**src/rtl/rf_pkg.sv**
```systemverilog
// Shared constants for the register-file write-back path.
//   RF_NREG / RF_AWIDTH : register count and address width
//   NREQ_DEFAULT        : default number of write-back requesters
//   REQ_ALU/LSU/MDU     : requester slot indices
package rf_pkg;

    localparam int unsigned RF_NREG      = 32;
    localparam int unsigned RF_AWIDTH    = 5;
    localparam int unsigned NREQ_DEFAULT = 3;

    localparam int unsigned REQ_ALU = 0;
    localparam int unsigned REQ_LSU = 1;
    localparam int unsigned REQ_MDU = 2;

    // Width of an index into n requesters (at least one bit).
    function automatic int unsigned idx_width(input int unsigned n);
        return (n > 1) ? $clog2(n) : 1;
    endfunction

endpackage

```
**src/rtl/rr_arbiter.sv**
```systemverilog
// Round-robin grant: searches ptr, ptr+1, ... wrapping at NREQ, grants first set req.
//   req_i     : request vector
//   ptr_i     : highest-priority index for this cycle (must be < NREQ)
//   gnt_o     : one-hot grant, zero when no request
//   gnt_idx_o : index of the granted requester (0 when no grant)
module rr_arbiter
    import rf_pkg::*;
#(
    parameter int unsigned NREQ = NREQ_DEFAULT,
    localparam int unsigned PW  = idx_width(NREQ)
) (
    input  logic [NREQ-1:0] req_i,
    input  logic [PW-1:0]   ptr_i,
    output logic [NREQ-1:0] gnt_o,
    output logic [PW-1:0]   gnt_idx_o
);

    localparam int unsigned SW = PW + 1;

    logic [SW-1:0] sum;
    logic [PW-1:0] idx;

    // Walk offsets from farthest to nearest so the nearest set request wins.
    always_comb begin
        gnt_o     = '0;
        gnt_idx_o = '0;
        sum       = '0;
        idx       = '0;
        for (int k = NREQ - 1; k >= 0; k--) begin
            sum = {1'b0, ptr_i} + SW'(k);
            if (sum >= SW'(NREQ)) begin
                sum = sum - SW'(NREQ);
            end
            idx = sum[PW-1:0];
            if (req_i[idx]) begin
                gnt_o      = '0;
                gnt_o[idx] = 1'b1;
                gnt_idx_o  = idx;
            end
        end
    end

endmodule

```
**src/rtl/rf_wb_arbiter.sv**
```systemverilog
// Arbitrates NREQ write-back requesters onto one register-file write port.
//   clk, rst          : clock, synchronous active-high reset
//   req_valid/addr/data : packed per-requester write-back requests
//   req_ready         : combinational one-hot grant (accept = valid & ready)
//   wr/wraddr/din     : registered register-file write port
//   pend_*            : mirror of the write port for decode-stage bypass
module rf_wb_arbiter
    import rf_pkg::*;
#(
    parameter int unsigned DWIDTH = 32,
    parameter int unsigned NREQ   = NREQ_DEFAULT
) (
    input  logic                      clk,
    input  logic                      rst,
    input  logic [NREQ-1:0]           req_valid,
    input  logic [RF_AWIDTH*NREQ-1:0] req_addr,
    input  logic [DWIDTH*NREQ-1:0]    req_data,
    output logic [NREQ-1:0]           req_ready,
    output logic                      wr,
    output logic [RF_AWIDTH-1:0]      wraddr,
    output logic [DWIDTH-1:0]         din,
    output logic                      pend_valid,
    output logic [RF_AWIDTH-1:0]      pend_addr,
    output logic [DWIDTH-1:0]         pend_data
);

    localparam int unsigned PW = idx_width(NREQ);

    logic [PW-1:0]        ptr_q, ptr_d;
    logic                 wr_q, wr_d;
    logic [RF_AWIDTH-1:0] wraddr_q, wraddr_d;
    logic [DWIDTH-1:0]    din_q, din_d;

    logic [NREQ-1:0]      req_live;
    logic [NREQ-1:0]      gnt;
    logic [PW-1:0]        gnt_idx;
    logic [RF_AWIDTH-1:0] sel_addr;
    logic [DWIDTH-1:0]    sel_data;

    // Nothing is granted while reset is held.
    assign req_live = rst ? '0 : req_valid;

    rr_arbiter #(.NREQ(NREQ)) u_rr (
        .req_i     (req_live),
        .ptr_i     (ptr_q),
        .gnt_o     (gnt),
        .gnt_idx_o (gnt_idx)
    );

    assign req_ready = gnt;

    // Payload of the granted requester (one-hot OR mux).
    always_comb begin
        sel_addr = '0;
        sel_data = '0;
        for (int i = 0; i < NREQ; i++) begin
            if (gnt[i]) begin
                sel_addr = sel_addr | req_addr[i*RF_AWIDTH +: RF_AWIDTH];
                sel_data = sel_data | req_data[i*DWIDTH +: DWIDTH];
            end
        end
    end

    // Next state: advance pointer past the winner; zero-register writes are dropped.
    always_comb begin
        ptr_d    = ptr_q;
        wr_d     = 1'b0;
        wraddr_d = wraddr_q;
        din_d    = din_q;
        if (|gnt) begin
            ptr_d    = (gnt_idx == PW'(NREQ - 1)) ? '0 : gnt_idx + PW'(1);
            wr_d     = (sel_addr != '0);
            wraddr_d = sel_addr;
            din_d    = sel_data;
        end
    end

    always_ff @(posedge clk) begin
        if (rst) begin
            ptr_q    <= '0;
            wr_q     <= 1'b0;
            wraddr_q <= '0;
            din_q    <= '0;
        end else begin
            ptr_q    <= ptr_d;
            wr_q     <= wr_d;
            wraddr_q <= wraddr_d;
            din_q    <= din_d;
        end
    end

    // Reset blanks the port in its own cycle, so a write accepted just before reset is dropped.
    assign wr         = wr_q & ~rst;
    assign wraddr     = rst ? '0 : wraddr_q;
    assign din        = rst ? '0 : din_q;
    assign pend_valid = wr;
    assign pend_addr  = wraddr;
    assign pend_data  = din;

endmodule

```
**config.mk**
```make
export PLATFORM = sky130hd
export DESIGN_NAME = rf_wb_arbiter
export DESIGN_NICKNAME = d
export VERILOG_FILES = /design/src/rtl/rf_pkg.sv /design/src/rtl/rr_arbiter.sv /design/src/rtl/rf_wb_arbiter.sv
export SDC_FILE = /design/constraint.sdc
export NUM_CORES = 1
export LEC_CHECK = 0
export CORE_ASPECT_RATIO = 1.5
export CORE_MARGIN = 8
export CORE_UTILIZATION = 38
export DETAILED_ROUTE_END_ITERATION = 10
export PLACE_DENSITY_LB_ADDON = 0.1
export SETUP_SLACK_MARGIN = 0.4
export SLEW_MARGIN = 0
export SYNTH_ARGS = -nofsm -noshare
export SYNTH_HDL_FRONTEND = slang
export SYNTH_SLANG_ARGS = --single-unit
```
**constraint.sdc**
```tcl
create_clock -name clk -period 5 [get_ports clk]
set_clock_uncertainty 0.2 [all_clocks]
set_input_delay 1 -clock clk [delete_from_list [all_inputs] [get_ports clk]]
set_output_delay 1 -clock clk [all_outputs]
set_load 0.05 [all_outputs]
```
==> summary.txt, run 1 <==
Floorplanning
  • Initial Util: between 30% and 40%
  • DIE HEIGHT: 119 um
  • Io pins: 195
  • Die Area: 0.0101 sq mm
  • Rows: 37
  • Die width: between 80 and 90 um
  • Core area: 0.00685 sq mm

Logic synthesis
  • Netlist cell types: 40
  • Mux share of post-synthesis cell area: 4.94%
  • Post-synthesis simple-gate area fraction: 16.0%
  • Compound-gate portion of the synthesized area: 30.1%
  • Post-synth EDFFs: 0
  • Seq/Total Area, Yosys: 29.8%
  • Syn Inst Count: ~290
  • Mapped Nets: 407
  • Largest family of logic cells by synthesized area: compound AO/OA/AOI/OAI gates
  • Async S/R FF share, synth: 0%
  • Post-Synthesis Mean Instance Area: 9.36 sq um
  • Synth Cell Area: 0.00269 sq mm
  • Ys flop type: dfxtp_1
  • Register bit total from synthesis: 40
  • XOR/XNOR Fraction of Synth Area: 0%
  • Synth Area in Adders: ~1.9%
  • Yosys Warn Count: 0

Clock tree
  • Reg clk slew, reported paths: roughly 0.080 ns
  • H-tree Lvls: 2
  • Worst skew pair latency: approximately 0.29 ns
  • CTS Hold Bufs: 0
  • Clock tree buffer depth: 2
  • # Post-CTS Setup Buffers: 0
  • Cts bufs inserted: 5
  • CTS tree: done
  • Root buf cell: clkbuf_8
  • CTS sink count: 40
  • Post-CTS sizing: 0

Detailed routing
  • Routed Antenna Nets: 0
  • WL met3: 1010 um
  • Initial DRC count: 196
  • DR WL/cell: 19.4 um
  • Overall routed net length: between 9000 and 10000 um
  • Met1 WL: 3610 um
  • DR pass1 iterations: 4
  • Drt via density: 5.44
  • DRC: 0
  • Top Layer Used: met4
  • Met2 routed WL: 5200 um
  • Vias: 2775

Placed design
  • DP Worst Slack: 0.943 ns
  • Port bufs: 194
  • RD Place Congestion: 0.828
  • DP HPWL: 7740 um

STA
  • Worst hold slack: ~0.28 ns
  • Final worst slack: 1.01 ns
  • Final Max Slew Viols: 0
  • Post-layout min period: 3.99 ns
  • Final worst path period share: 79.9%
  • Final count of hold timing violations: 0
  • Setup violators final: 0
  • Post-Route Setup TNS: 0 ns
  • Worst rel slew slack: 38.4%
  • RSZ-0062 raised after global routing: no
  • Slew @ Worst Pin: 0.924 ns
  • Top achievable clock speed: 250 MHz

Global route
  • First-pass GRT wire length: between 15000 and 20000 um
  • Total GRT Usage: a little under a fifth
  • Initial antenna violation count: 0
  • GRT overflow: 0
  • Pin count of the biggest net entering global routing: 53
  • Number of global-route vias before repair: between 2000 and 3000

Layout
  • Layout Area Growth over Synthesis: 67.7%
  • Fin nets: 551
  • Layout cells sized above 1: approximately 5.8%
  • # fillers: approximately 590
  • Diode count: 0

Power and ir drop
  • PwrDens: 654 mW/mm^2
  • Worst VDD drop: about 0.00037 V
  • Leak Pwr: around 1.8 nW

Setup path
  • Worst-path cell chain: clkdlybuf4s50_1, mux2i_1, nor4b_1, o32ai_4, inv_2, buf_12
  • CP peak stage delay: 0.69 ns
  • Worst setup EP type: primary output
  • Setup CP Type: input pin to primary output
  • R2R Path Start: ptr_q[0]
  • Startpoint types: input pin
  • Critical Path AT: 2.79 ns
  • Crit-path slowest cell: clkdlybuf4s50_1
  • Reg2Reg Depth: 10
  • Worst flop-to-flop path endpoint: din_q[17]
  • CP required: 3.80 ns
  • Worst-path maximum fanout: 9
  • Register-to-Register Setup Slack: 1.72 ns

Run status
  • Status: finished, final reports clean

Hold path
  • Min-Delay Path Depth: 1
  • Worst Hold End: din_q[13]
  • HP Class: flop to flop
  • Min-delay src: din_q[13]

Job
  • Max Cap Viol: 0
-- placed cells by master (no fill, tap or decap), types with 2 or more instances in the layout --
| cell | n |
|---|---|
| buf_4 | 5 |
| clkdlybuf4s50_1 | 190 |
| a22o_1 | 30 |
| buf_12 | 3 |
| nor2_1 | 2 |
| dfxtp_1 | 40 |
| a222oi_1 | 7 |
| a221o_1 | 30 |
| nand2_1 | 5 |
| nand3b_1 | 3 |
| o221ai_1 | 2 |
| mux2i_1 | 11 |
| o21ai_0 | 2 |
| o41ai_1 | 2 |
| a21oi_1 | 6 |
| clkbuf_8 | 5 |
| inv_1 | 12 |
| ha_1 | 4 |
| nor3_1 | 4 |
| nand2b_1 | 12 |
| nor2b_1 | 34 |
-- kinds of logic after synthesis --
group | count (synthesis)
compound gates | 88
fa+ha+maj | 4
buf+inv | 75
flops | 40
mux | 12
simple gates | 68
-- how the worst max path moves through the flow --
stage	from	endpoint	slack (ns)	cells past startpoint
global placement	rst	din_q[18]	1.01	9
global route	req_valid[2]	req_ready[2]	0.93	6
detailed placement	rst	din_q[17]	0.94	8
CTS	req_valid[2]	req_ready[0]	1.02	6
finish	req_valid[2]	req_ready[2]	1.01	6
floorplan	req_valid[2]	req_ready[1]	1.35	6
-- where the power goes --
part           leakage [nW]  total (mW)  internal, mW  switching [mW]
clock                0.0548       0.273         0.150           0.122
combinational          1.36        2.13         0.884            1.25
sequential            0.334       0.544         0.478          0.0663
total                  1.75        2.95          1.51            1.43
-- worst max-delay path: cells and delay by family --
kind	cells	cell delay (ns)
mux	1	0.18
simple gates	1	0.49
buf+inv	3	0.94
compound gates	1	0.18
-- registers in the layout (all words and copies together), names as in the netlist --
signal,flops
wr_q,1
ptr_q,2
wraddr_q,5
din_q,32
-- per-stage QoR --
step                cells  util [%]  power (mW)  instance area [sq um]
floorplan             287         -        2.15                   2690
global placement      502      64.0        2.66                   4390
detailed placement    502      64.0        2.69                   4390
CTS                   510      65.7        2.97                   4500
global route          510      65.7        3.12                   4500
finish                510      65.7        2.95                   4500
-- area by class of cell --
type	instances	area (sq um)	area share [%]
clock buffer	5	68.8	1.53
clock inverter	3	46.3	1.03
inverter	13	48.8	1.08
multi-input combinational	172	1440	31.9
sequential	40	801	17.8
tap	78	97.6	2.17
timing repair buffer	199	2000	44.5
-- synth_stat cells (all sizes together) (2+ instances only) --
master / count / area share (%)
inv: 13 / 1.8
nand3b: 3 / 0.84
a21oi: 6 / 1.1
o32ai: 2 / 1.6
ha: 4 / 1.9
nor3: 5 / 1.1
o41ai: 2 / 0.65
nand2: 5 / 0.70
o221ai: 2 / 0.65
nand2b: 12 / 2.8
a222oi: 7 / 2.6
mux2i: 12 / 4.9
o21ai: 3 / 0.70
dfxtp: 40 / 30
a22o: 30 / 9.8
nor2b: 34 / 7.9
a221o: 30 / 11
nor2: 3 / 0.70
clkbuf: 8 / 1.1
buf: 54 / 14
-- per-layer routing --
| metal | global-route usage [%] | up-vias |
|---|---|---|
| li1 | - | 1328 |
| met1 | 19.3 | 1288 |
| met2 | 34.1 | 153 |
| met3 | 7.71 | 6 |
| met4 | 4.03 | 0 |
| met5 | 0 | - |
(Power assumes the default switching activity.)
==> inputs of run 2 (changes only) <==
--- a/config.mk
+++ b/config.mk
@@ -7,7 +7,7 @@
 export LEC_CHECK = 0
 export CORE_ASPECT_RATIO = 1.5
 export CORE_MARGIN = 8
-export CORE_UTILIZATION = 38
+export CORE_UTILIZATION = 32
 export DETAILED_ROUTE_END_ITERATION = 10
 export PLACE_DENSITY_LB_ADDON = 0.1
 export SETUP_SLACK_MARGIN = 0.4
==> constraint.sdc (replaced) <==
create_clock -name clk -period 3.6 [get_ports clk]
set_clock_uncertainty 0.2 [all_clocks]
set_input_delay 0.72 -clock clk [delete_from_list [all_inputs] [get_ports clk]]
set_output_delay 0.72 -clock clk [all_outputs]
set_load 0.05 [all_outputs]
==> summary.txt, run 2 (synthesized netlist as in run 1, its figures left out) <==
STA
  • Final count of hold timing violations: 0
  • Post-layout min period: 3.10 ns
  • Worst rel slew slack: around 64%
  • Post-Route Setup TNS: 0 ns
  • Top achievable clock speed: 323 MHz
  • Final Max Slew Viols: 0
  • Setup violators final: 0
  • RSZ-0062 raised after global routing: no
  • Slew @ Worst Pin: 0.538 ns
  • Final worst path period share: roughly 86%
  • Worst hold slack: 0.276 ns

Run status
  • Status: finished, final reports clean

Setup path
  • Startpoint types: input pin
  • Worst flop-to-flop path endpoint: din_q[15]
  • Worst-path cell chain: clkbuf_4, buf_12, nor2b_1, clkdlybuf4s50_1
  • Worst Setup EP: pend_addr[2]
  • Crit-path slowest cell: clkdlybuf4s50_1
  • R2R Path Start: ptr_q[0]
  • Register-to-Register Setup Slack: roughly 0.73 ns
  • Reg2Reg Depth: 10
  • Crit. Startpoint: rst
  • Worst setup EP type: primary output
  • CP required: 2.68 ns
  • CP peak stage delay: roughly 0.85 ns
  • Critical Path AT: 2.18 ns
  • Worst-path maximum fanout: 25
  • Setup CP Type: input pin to primary output

Detailed routing
  • DR pass1 iterations: 4
  • Vias: 2815
  • Overall routed net length: 10300 um
  • Routed Antenna Nets: 0
  • Drt via density: 5.17
  • DRC: 0
  • DR WL/cell: 18.9 um
  • Initial DRC count: about 130

Job
  • Max Cap Viol: 0

Floorplanning
  • DIE HEIGHT: 128 um
  • Die width: 90.8 um
  • Io pins: 195
  • Initial Util: ~33%
  • Die Area: 0.0116 sq mm
  • Rows: between 40 and 50
  • Core area: 0.00826 sq mm

Clock tree
  • Root buf cell: clkbuf_16
  • Cts bufs inserted: 5
  • # Post-CTS Setup Buffers: 0
  • CTS tree: done
  • Reg clk slew, reported paths: 0.06 ns
  • CTS sink count: 40
  • H-tree Lvls: 2
  • Post-CTS sizing: 5
  • CTS Hold Bufs: 0
  • Worst skew pair latency: around 0.28 ns
  • Clock tree buffer depth: 2

Layout
  • Fin cells: 545
  • # fillers: 758
  • Largest regs: din_q x32, wraddr_q x5, ptr_q x2
  • Commonest non-fill, non-tap cell in the layout: clkdlybuf4s50_1
  • Fin nets: 557
  • Layout Area Growth over Synthesis: 74.0%
  • Diode count: 0
  • Flip-flop count of the largest register after layout: 32
  • Util after Layout: 56.6%
  • Most frequent cells in the layout: 186 x clkdlybuf4s50_1, 40 x dfxtp_1, 34 x nor2b_1
  • Largest Register: din_q
  • Layout cells sized above 1: 7.76%

Global route
  • Number of global-route vias before repair: 2969
  • Total GRT Usage: 16.9%
  • Pin count of the biggest net entering global routing: 39
  • First-pass GRT wire length: 15900 um
  • Initial antenna violation count: 0
  • GRT overflow: 0

Placed design
  • Port bufs: 194
  • Cell total after placement: approximately 540
  • RD Place Congestion: 0.765
  • DP HPWL: 8160 um

Power and ir drop
  • Leak Pwr: 1.83 nW
  • Worst VDD drop: 0.000586 V
  • PwrDens: 910 mW/mm^2

Hold path
  • HP Class: flop to flop
## run 2: cell types whose count changed in the layout (fill, tap and decap cells not counted), sizes merged
cell / change
buf: +5
dlygate4sd2: +2
clkbuf: +3
bufinv: -1
inv: -1
clkdlybuf4s50: -4
dlymetal6s2s: +2
## run 2: layer usage
metal / wire [um] / track usage, % / up-vias
met5: 0 / 0 / -
met4: 125 / 4.65 / 0
met3: 768 / 5.39 / 7
met2: 5570 / 31.5 / 131
met1: 3850 / 17.7 / 1333
li1: - / - / 1344
## run 2: power by group
| part | total (mW) | internal (mW) | switching (mW) |
|---|---|---|---|
| Clock | 0.456 | 0.276 | 0.180 |
| Sequential | 0.758 | 0.665 | 0.0934 |
| Combinational | 3.04 | 1.29 | 1.75 |
## run 2: stage by stage
stage	cell area [sq um]	total power, mW	setup WS (ns)
final	4670	4.25	0.500
after global routing	4670	4.52	0.426
after CTS	4660	4.29	0.427
after detailed placement	4490	3.80	0.234
after global placement	4490	3.76	0.257
after floorplan	2690	2.99	0.509
## run 2: critical path, delay by kind of cell
| kind | cells | cell delay, ns |
|---|---|---|
| simple gates | 1 | 0.17 |
| buf+inv | 3 | 1.26 |
## run 2: cell type report
type / instances / area [sq um] / share of cell area [%]
Clock buffer: 7 / 143 / 3.05
Clock inverter: 1 / 7.51 / 0.161
Inverter: 13 / 48.8 / 1.04
Multi-Input combinational cell: 172 / 1460 / 31.2
Sequential cell: 40 / 801 / 17.1
Tap cell: 107 / 134 / 2.86
Timing Repair Buffer: 205 / 2080 / 44.5
## run 2: worst min-delay path by stage
stage,endpoint,from,slack (ns),cells past startpoint
2_1_floorplan,din_q[0],din_q[0],0.25,1
3_3_place_gp,din_q[29],din_q[29],0.26,1
3_5_place_dp,din_q[9],din_q[9],0.26,1
4_1_cts,din_q[9],din_q[9],0.28,1
5_1_grt,wraddr_q[4],wraddr_q[4],0.29,1
6_report,din_q[9],din_q[9],0.28,1
